$ cat config.mk
export PLATFORM = sky130hd
export DESIGN_NAME = pdm_decoder
export DESIGN_NICKNAME = d
export VERILOG_FILES = /design/src/rtl/pdm_decoder.sv
export SDC_FILE = /design/constraint.sdc
export NUM_CORES = 1
export LEC_CHECK = 0
export CORE_ASPECT_RATIO = 0.8
export CORE_MARGIN = 8
export CORE_UTILIZATION = 45
export DETAILED_ROUTE_END_ITERATION = 6
export SLEW_MARGIN = 40
export SYNTH_ARGS = -nofsm -noshare
export SYNTH_HDL_FRONTEND = slang
export SYNTH_SLANG_ARGS = --single-unit
$ cat constraint.sdc
create_clock -name clk -period 2.8 [get_ports clk]
set_input_delay 0.42 -clock clk [delete_from_list [all_inputs] [get_ports clk]]
set_output_delay 0.42 -clock clk [all_outputs]
set_load 0.005 [all_outputs]
$ cat src/rtl/pdm_decoder.sv
// PDM receive path: pin synchroniser, bit-rate prescaler, CIC decimator and saturating scaler.
// Define PDM_DECODER_CIC2_EN for a second-order CIC with first-frame suppression; default is first order.
module pdm_decoder #(
    parameter int CLK_DIV    = 1,
    parameter int LOG2_DECIM = 6,
    parameter int SAMPLE_W   = 10
) (
    input  logic                clk,
    input  logic                rst,
    input  logic                en,
    input  logic                pdm_in,
    output logic [SAMPLE_W-1:0] sample,
    output logic                sample_valid,
    output logic                clip
);

`ifdef PDM_DECODER_CIC2_EN
    localparam int N = 2;
`else
    localparam int N = 1;
`endif
    localparam int RW    = N * LOG2_DECIM + 1;
    localparam int PW    = (CLK_DIV > 1) ? $clog2(CLK_DIV) : 1;
    localparam int SHIFT = SAMPLE_W - N * LOG2_DECIM;
    localparam int LSH   = (SHIFT > 0) ? SHIFT : 0;
    localparam int RSH   = (SHIFT < 0) ? -SHIFT : 0;
    localparam int WW    = RW + SAMPLE_W + 1;

    // NOTE: the synchroniser carries no reset so it keeps tracking the pin while rst is high,
    // and the first frame after release sees live data instead of two forced zeros.
    logic [1:0] sync_q;
    logic       pdm_s;

    always_ff @(posedge clk) begin
        sync_q <= {sync_q[0], pdm_in};
    end
    assign pdm_s = sync_q[1];

    logic [PW-1:0]         presc_q;
    logic [LOG2_DECIM-1:0] dec_q;
    logic                  bit_stb;
    logic                  frame_stb;

    assign bit_stb   = en && (presc_q == PW'(CLK_DIV - 1));
    assign frame_stb = bit_stb && (dec_q == '1);

    always_ff @(posedge clk or posedge rst) begin
        if (rst) begin
            presc_q <= '0;
            dec_q   <= '0;
        end else if (!en) begin
            presc_q <= '0;
            dec_q   <= '0;
        end else begin
            presc_q <= bit_stb ? '0 : presc_q + PW'(1);
            if (bit_stb) dec_q <= dec_q + LOG2_DECIM'(1);
        end
    end

    // Combs see the integrator values that already include the bit of the frame_stb cycle.
    logic [RW-1:0] int1_q, int1_n, dly1_q, raw_n, raw_q;
    logic          pend_q;
    logic          emit;

    assign int1_n = int1_q + RW'(pdm_s);

`ifdef PDM_DECODER_CIC2_EN
    logic [RW-1:0] int2_q, int2_n, dly2_q, comb1_n;
    logic          primed_q;

    assign int2_n  = int2_q + int1_n;
    assign comb1_n = int2_n - dly1_q;
    assign raw_n   = comb1_n - dly2_q;
    assign emit    = primed_q;

    always_ff @(posedge clk or posedge rst) begin
        if (rst) begin
            int2_q   <= '0;
            dly2_q   <= '0;
            primed_q <= 1'b0;
        end else if (!en) begin
            int2_q   <= '0;
            dly2_q   <= '0;
            primed_q <= 1'b0;
        end else begin
            if (bit_stb) int2_q <= int2_n;
            if (frame_stb) begin
                dly2_q   <= comb1_n;
                primed_q <= 1'b1;
            end
        end
    end

    logic [RW-1:0] dly1_d;
    assign dly1_d = int2_n;
`else
    assign raw_n = int1_n - dly1_q;
    assign emit  = 1'b1;

    logic [RW-1:0] dly1_d;
    assign dly1_d = int1_n;
`endif

    always_ff @(posedge clk or posedge rst) begin
        if (rst) begin
            int1_q <= '0;
            dly1_q <= '0;
            raw_q  <= '0;
            pend_q <= 1'b0;
        end else if (!en) begin
            int1_q <= '0;
            dly1_q <= '0;
            pend_q <= 1'b0;
        end else begin
            if (bit_stb) int1_q <= int1_n;
            if (frame_stb) begin
                dly1_q <= dly1_d;
                raw_q  <= raw_n;
            end
            pend_q <= frame_stb && emit;
        end
    end

    logic [WW-1:0]       scaled;
    logic                over;
    logic [SAMPLE_W-1:0] sat;

    // NOTE: every always_comb output gets a default first so no path can infer a latch.
    always_comb begin
        scaled = '0;
        over   = 1'b0;
        sat    = '0;
        scaled = (WW'(raw_q) << LSH) >> RSH;
        over   = |scaled[WW-1:SAMPLE_W];
        sat    = over ? '1 : scaled[SAMPLE_W-1:0];
    end

    always_ff @(posedge clk or posedge rst) begin
        if (rst) begin
            sample       <= '0;
            sample_valid <= 1'b0;
            clip         <= 1'b0;
        end else if (!en) begin
            sample_valid <= 1'b0;
            clip         <= 1'b0;
        end else if (pend_q) begin
            sample       <= sat;
            sample_valid <= 1'b1;
            clip         <= clip | over;
        end else begin
            sample_valid <= 1'b0;
        end
    end

endmodule
==> flow_metrics.tcl <==
set metrics [dict create \
    critPathBufInv 0 \
    dp_hpwl_mm 2.45 \
    run_status "completed" \
    endpoint_kind "flop" \
    synth_seq_cells 40 \
    slew_viol_final 0 \
    path_class "flop to flop" \
    cp-start-kind "flop" \
    h-tree-depth 2 \
    diodes 0 \
    drtAntennaViolNets 0 \
    vias 1329 \
    die-area_mm2 0.00692 \
    gr-usage-all-layers_pct 10.1 \
    fillerInstances 417 \
    required_ps 3020 \
    preCtsSetupSlack_ps 449 \
    final_cells 271 \
    dieWidth_um 91.0 \
    drv_cap 0 \
    drcViolationCount 0 \
    setup_viol 0 \
    routedWlPerCell_um 12.4 \
    period_share_pct 84.7 \
    hold_class "flop to flop" \
    post-cts-setup-buffers 0 \
    cp_common_cell "ha_1" \
    grt_max_degree 39 \
    crit_start "int1_q[0]" \
    yosysTopAreaCell "dfrtp_1" \
    worstPathCellList "ha_1 -> ha_1 -> ha_1 -> nor2b_1 -> o21ai_0 -> a21boi_0 -> or4_1 -> nand3_1" \
    grt_pass1_wl_mm 5.75 \
    synth_edf_count 0 \
    rrSetupSlack_ps 430 \
    ir_worst_vdd_uv 235 \
    layout-drive-gt1-share_pct 7.11 \
    layout_min_cycle_time_ps 2370 \
    path_clk_slew_ps 70 \
    synth_ff_type "dfrtp_1" \
    synth.avg_cell_area_um2 10.3 \
    layout_setup_ws_ps 430 \
    cts_inserted_buffers 5 \
    drt_iter0_drc 31 \
    core_mm2 0.00446 \
    dpl.cell_count 263 \
    ioPinCount 16 \
    routed_wl_mm 3.37 \
    hold_buffers 0 \
    ff_latch_area_um2 991 \
    clk_latency_ps 280 \
    power-per-cell-area_mw_per_mm2 488 \
    grt_pass1_vias 1301 \
    cts_buffer_depth 2 \
    syn_nets 211 \
    rsz0062_at_grt "no" \
    yosysTopAreaCellShare_pct 46.9 \
    synth.area.top_cells "dfrtp_1, ha_1, xnor2_1, nor2b_1, a21oi_1" \
    cpPeakStageDelay_ps 490 \
    initial_core_util_pct 45.4 \
    hold_viol_final 0 \
    cts_resized 0 \
    fin_nets 224 \
    placed_area_mm2 0.00222 \
    grt_overflow 0 \
    yosysSeqAreaShare_pct 48.9 \
    synth.distinct_cells 38 \
    cts_root_buf "clkbuf_8" \
    p_leak_nw 1.08 \
    io_buffer_count 15 \
    numClockSinks 40 \
    min-delay-start "sync_q[0]" \
    cp_max_fo 4 \
    area_delta_synth_final_pct 15.6 \
    tritoncts "done" \
    worst-endpoint-arrival_ps 2590 \
    synthArstFlopShare_pct 95.0 \
    synth_common_cells "dfrtp_1, nor2_1, a21oi_1, nor2b_1" \
    rows 22 \
    r2r-start "int1_q[0]" \
    yosysWarnings 0 \
    grt_antenna_before_repair 0 \
    fmax_ghz 0.422 \
    slowest_stage "or4_1" \
    post_drt_via_cell_ratio 4.90 \
    gp_congestion 0.723 \
    synth_area_mm2 0.00203 \
    design_area_mm2 0.00234 \
    finClkSkew_ps 2.93 \
    multiInputGateArea_um2 940 \
    synthCells 197 \
    yosysMostFrequentCell "dfrtp_1" \
    final.setup.tns_ps 0 \
    crit_family "adder cells" \
    drtPass1Iterations 4 \
    die_h_um 76.0 \
]
final timing paths:
check / end / depth (start not counted)
worst max-delay path: raw_q[5] / 8
worst min-delay path: sync_q[1] / 0
worst max register to register: raw_q[5] / 8
worst min register to register: sync_q[1] / 0
max in group asynchronous: dly1_q[0] / 3
min in group asynchronous: dec_q[4] / 3
flip-flops by register name, indices dropped and copies added, names as in the netlist:
name          cells
presc_q           1
dec_q             6
int1_q            7
pend_q            1
dly1_q            7
raw_q             7
sample_valid      1
clip              1
sync_q            2
sample            7
layout make-up:
| class | count | share of cell area [%] |
|---|---|---|
| Sequential cell | 40 | 42.3 |
| Multi-Input combinational cell | 135 | 40.1 |
| Timing Repair Buffer | 18 | 7.37 |
| Clock buffer | 7 | 4.11 |
| Tap cell | 60 | 3.21 |
| Inverter | 10 | 1.60 |
| Clock inverter | 1 | 1.28 |
routing by layer:
metal / routed length [µm] / up-vias / track usage (%)
li1: - / 676 / -
met2: 1490 / 21 / 15.5
met3: 172 / 5 / 4.13
met5: 0 / - / 0
met4: 36 / 0 / 3.92
met1: 1670 / 627 / 12.3
worst reg2reg max path, cell delays in order (launching register included):
cell and delay (ps):
dfrtp_1 390, ha_1 210, ha_1 350, ha_1 290
nor2b_1 120, o21ai_0 190, a21boi_0 180, or4_1 490
nand3_1 90
kinds of logic (layout without fill, tap and decap cells):
group / count (synthesis) / after routing / share of synthesized area, %
AOI/OAI and AO/OA: 31 / 31 / 8.77
xor gates and xnor gates: 17 / 17 / 8.09
adders and majority gates: 10 / 10 / 6.55
buffers and inverters: 22 / 36 / 4.69
DFF: 40 / 40 / 48.9
muxes: 6 / 6 / 3.09
other: 1 / 1 / 0.185
and+or+nand+nor: 70 / 70 / 19.7
per-stage QoR:
step	util [%]	hold WS [ps]	total power, mW
6_report	52.5	328	1.14
5_1_grt	52.5	334	1.20
4_1_cts	52.5	332	1.16
3_5_place_dp	49.7	314	0.655
3_3_place_gp	49.7	316	0.653
2_1_floorplan	-	310	0.637
placed cells by master (no fill, tap or decap), drive strengths merged, types with 4 or more instances in the layout:
cell type      count
nand3              6
clkdlybuf4s50     15
dfrtp             38
clkbuf             7
mux2i              4
xor2               6
a21oi             14
nand2              9
inv               10
and2               8
nor2              18
xnor2             10
o21ai              9
nor2b             12
ha                 9
power breakdown:
group,internal [mW],switching [mW]
clock network,0.314,0.187
registers,0.584,0.00764
logic,0.0227,0.0287
No activity file was read; power rests on OpenSTA's default activity.
==> RTL edit 1: new RTL, same flow settings <==
Change the parameter `LOG2_DECIM` from 6 to 5.
--- a/src/rtl/pdm_decoder.sv
+++ b/src/rtl/pdm_decoder.sv
@@ -4,3 +4,3 @@
     parameter int CLK_DIV    = 1,
-    parameter int LOG2_DECIM = 6,
+    parameter int LOG2_DECIM = 5,
     parameter int SAMPLE_W   = 10
Check against the original RTL: no difference found for any inputs over 10 cycles, from zero or initial values and one cycle with rst high; that may be too few to reach the edited logic, so the function may still have changed.
==> RTL edit 1 against the unedited design <==
Design area decreased by 15%. Sequential cell count fell by 5. Worst setup slack better by 150 ps. Wire length shrank 12%. Clock skew is 1.2 ps higher. Cell count shrank 17%. Synthesized area fell by 15%. Total power shrank 15%.
==> RTL edit 1: results (changes against the unedited design) <==
[synthesis]
synth_cells = 165  ; -16%
synth.distinct_cells = 35  ; -7.9%
synth.net_count = 179  ; -15%
synth_warnings = 0  ; unchanged
synth.area.top_cells = dfrtp_1 48%, ha_1 6.6%, xnor2_1 4.1%
synthArstFlopShare = 0.943  ; -0.00714
synth_common_cells = 33 x dfrtp_1, 13 x nand2_1, 10 x nor2_1
seq_area_frac_synth = 0.505  ; +0.0163

[grt]
grt_pass1_wl_um = 5210  ; -9.4%
track_usage = 0.110  ; +0.00901
grt_max_degree = 34  ; -13%

[detailed_routing]
vias = 1121  ; -16%
finalWirelength_um = 2980  ; -12%
wl_met1_um = 1490  ; -11%
drt_first_iter_violations = 43  ; +39%
wl_met2_um = 1290  ; -13%
wl_met3_um = 144  ; -16%

[placed_design]
dpl_worst_slack_ps = 602  ; +154 ps
place.gp.congestion = 0.750  ; +3.8%
hpwlAfterDp_um = 2120  ; -14%
place_area_um2 = 1880  ; -15%

[power_and_ir_drop]
power.static_leakage_nw = 0.917  ; -15%
power.internal_mw = 0.760  ; -18%
vdd_drop_max_mv = 0.299  ; +28%

[cells_and_area]
final_cell_count_no_fill = 224  ; -17%
nets = 193  ; -14%

[worst_hold_path]
holdCritPathClass = flip-flop to flip-flop

[clocking]
clkLatencyLatePin_ps = 290

[critical_path]
arrival_ps = 2390  ; -200 ps

[timing]
finClkSkew_ps = 4.14  ; +1.21 ps

[status]
status = finished clean

RTL edit 1: path summary, 6_finish.rpt:
check,from,end,slack (ps),depth (start not counted)
max,int1_q[0],raw_q[5],580,9
min,sync_q[0],sync_q[1],330,0
max reg2reg,int1_q[0],raw_q[5],580,9
min reg2reg,sync_q[0],sync_q[1],330,0
max in group asynchronous,rst,sample[7],1970,3
min in group asynchronous,rst,dec_q[2],520,3
RTL edit 1: power groups by stage:
stage	sequential, mW	clock, mW	combinational, mW
finish	0.520	0.397	0.0510
global route	0.520	0.433	0.0592
CTS	0.520	0.412	0.0531
detailed placement	0.529	0	0.0523
global placement	0.529	0	0.0509
floorplan	0.526	0	0.0392
RTL edit 1: area by class of cell:
| class | instances | area (um^2) |
|---|---|---|
| Clock buffer | 8 | 100 |
| Fill cell | 331 | 1750 |
| Sequential cell | 35 | 866 |
| Inverter | 9 | 33.8 |
| Tap cell | 44 | 55.1 |
| Multi-Input combinational cell | 110 | 756 |
| Timing Repair Buffer | 18 | 173 |
RTL edit 1: per-layer routing:
metal	vias up	global-route usage
li1	564	-
met1	527	0.136
met2	22	0.161
met3	8	0.0382
met4	0	0.0650
met5	-	0
RTL edit 1: worst max-delay path, cell delays in order, from the launching register on:
cell and delay [ps]:
dfrtp_1 380, ha_1 210, ha_1 230, xor2_1 210, ha_1 320, o21a_1 200
o31a_1 120, o22ai_1 180, xor2_1 180, o21ai_1 70
RTL edit 1: cell families after synthesis:
| kind of cell | synth area share |
|---|---|
| fa+ha+maj | 0.0774 |
| xor+xnor | 0.0803 |
| simple gates | 0.171 |
| compound gates | 0.0745 |
| flops | 0.505 |
| other cells | 0.00219 |
| mux | 0.0358 |
| buf+inv | 0.0533 |
==> RTL edit 2: new RTL, config.mk and constraints unchanged <==
Without the edit above. Register the input `pdm_in` before use. The logic sees it one clock later. The other inputs are not delayed to match.
--- a/src/rtl/pdm_decoder.sv
+++ b/src/rtl/pdm_decoder.sv
@@ -28,2 +28,8 @@
 
+    logic pdm_q;
+
+    always_ff @(posedge clk) begin
+        pdm_q <= pdm_in;
+    end
+
     // NOTE: the synchroniser carries no reset so it keeps tracking the pin while rst is high,
@@ -34,3 +40,3 @@
     always_ff @(posedge clk) begin
-        sync_q <= {sync_q[0], pdm_in};
+        sync_q <= {sync_q[0], pdm_q};
     end
Behaviour: no difference found for any inputs over 10 cycles, from zero or initial values and one cycle with rst high; that may be too few to reach the edited logic, so the function may still have changed.
==> RTL edit 2 against the unedited design <==
Count of clock-buffer cells in the layout rose by 1. First-iteration DRC count up 45%. Worst setup slack gained 2.0 ps. Sequential cell count increased by 1. Combinational power shrank 3%. Wire length increased by 1.9%. Design area is 1.1% lower. Total power decreased by 11%. Largest power group unchanged. Synthesized area up 0.99%.
==> RTL edit 2: results (changes against the unedited design) <==
[status]
status = finished clean

[power_and_ir_drop]
power.static_leakage_nw = 1.07  ; -1.5%
vdd_drop_max_mv = 0.273  ; +16%

[clocking]
clk_pin_slew_ps = 70  ; about the same
cts_buffers = 5  ; unchanged
cts_resized = 0  ; unchanged
htreeDepth = 2  ; unchanged
postCtsSetupBuffers = 0  ; unchanged
cts-root-buf = clkbuf_8
clkLatencyLatePin_ps = 290
cts_buffer_depth = 2  ; unchanged

[placed_design]
hpwlAfterDp_um = 2480  ; +1.1%
place_area_um2 = 2240  ; +0.90%
place.gp.congestion = 0.767  ; +6.2%
io_buffers = 15  ; unchanged
dpl_worst_slack_ps = 485  ; +35.8 ps

[critical_path]
ff2ff_setup_slack_ps = 430
r2r_cells = 8  ; unchanged
reg2reg_to = raw_q[5]
critPathMaxFanout = 4  ; unchanged
critical_path.startpoint = int1_q[0]
arrival_ps = 2590  ; about the same

[cells_and_area]
drive_above_1_share = 0.0566  ; -0.0145
n_antenna_cell = 0  ; unchanged
nets = 225  ; +0.45%

[detailed_routing]
drt_first_iter_violations = 45  ; +45%
vias = 1336  ; +0.53%
firstDrtPassIters = 4  ; unchanged
wl_per_cell_um = 12.6  ; +1.6%

[synthesis]
synth-compound-area-share = 0.0869  ; -0.000858
synthXorXnorAreaFrac = 0.0801  ; -0.000792
synth_warnings = 0  ; unchanged
seq_area_frac_synth = 0.494  ; +0.00500
synth.area.top_cells = dfrtp_1 46%, ha_1 5.5%, xnor2_1 4.3%
synth_fa_ha_area_frac = 0.0648  ; -0.000641
synth.distinct_cells = 38  ; unchanged
synth_common_cells = 38 x dfrtp_1, 18 x nor2_1, 14 x a21oi_1, 12 x nor2b_1
synth.net_count = 212  ; +0.47%
synthArstFlopShare = 0.927  ; -0.0232
synth.area.mux_share = 0.0306  ; -0.000302

[worst_hold_path]
holdCritStartpoint = sync_q[0]
holdPathEnd = sync_q[1]
holdPathStages = 0  ; unchanged
holdCritPathClass = flip-flop to flip-flop

[timing]
finClkSkew_ps = 1.84  ; -1.09 ps

[grt]
grt_pass1_wl_um = 5980  ; +4.0%
grt_max_degree = 39  ; unchanged
first_global_vias = 1357  ; +4.3%
antenna_found_initial = 0  ; unchanged
track_usage = 0.106  ; +0.00514

## RTL edit 2: worst max-delay path, cell delays in order, from the launching register on
cell      delay, ps
dfrtp_1         390
ha_1            220
ha_1            340
ha_1            280
nor2b_1         120
o21ai_0         200
a21boi_0        170
or4_1           490
nand3_1          90
## RTL edit 2: where the power goes
part	internal (mW)	leakage, nW	switching (mW)
logic	0.0226	0.475	0.0276
clock network	0.177	0.0395	0.181
registers	0.599	0.552	0.00758
total	0.799	1.07	0.217
## RTL edit 2: per-layer routing
layer,GRT usage,share of wire,up-vias
met5,0,0,-
met4,0.0489,0.017,0
met3,0.0325,0.036,7
met2,0.172,0.47,19
met1,0.125,0.48,630
li1,-,-,680
## RTL edit 2: final cells by class
cell class	count	area, um^2
flip-flops and latches	41	1010
inverters	10	37.5
clock buffers	8	80.1
fillers	427	2170
multi-input cells	135	940
well taps	60	75.1
repair buffers	18	173
## RTL edit 2: worst max path at each step
stage | end | slack [ps] | depth (start not counted)
5_1_grt | raw_q[6] | 260 | 9
2_1_floorplan | raw_q[5] | 620 | 8
6_report | raw_q[5] | 430 | 8
3_3_place_gp | raw_q[5] | 540 | 8
3_5_place_dp | raw_q[5] | 480 | 8
4_1_cts | raw_q[5] | 420 | 8
## RTL edit 2: metrics by stage
stage | instances | power, mW | util | hold slack [ps]
CTS | 272 | 1.04 | 0.516 | 337
global route | 272 | 1.07 | 0.516 | 344
detailed placement | 264 | 0.670 | 0.498 | 319
global placement | 264 | 0.668 | 0.498 | 316
floorplan | 198 | 0.652 | - | 310
finish | 272 | 1.02 | 0.516 | 331
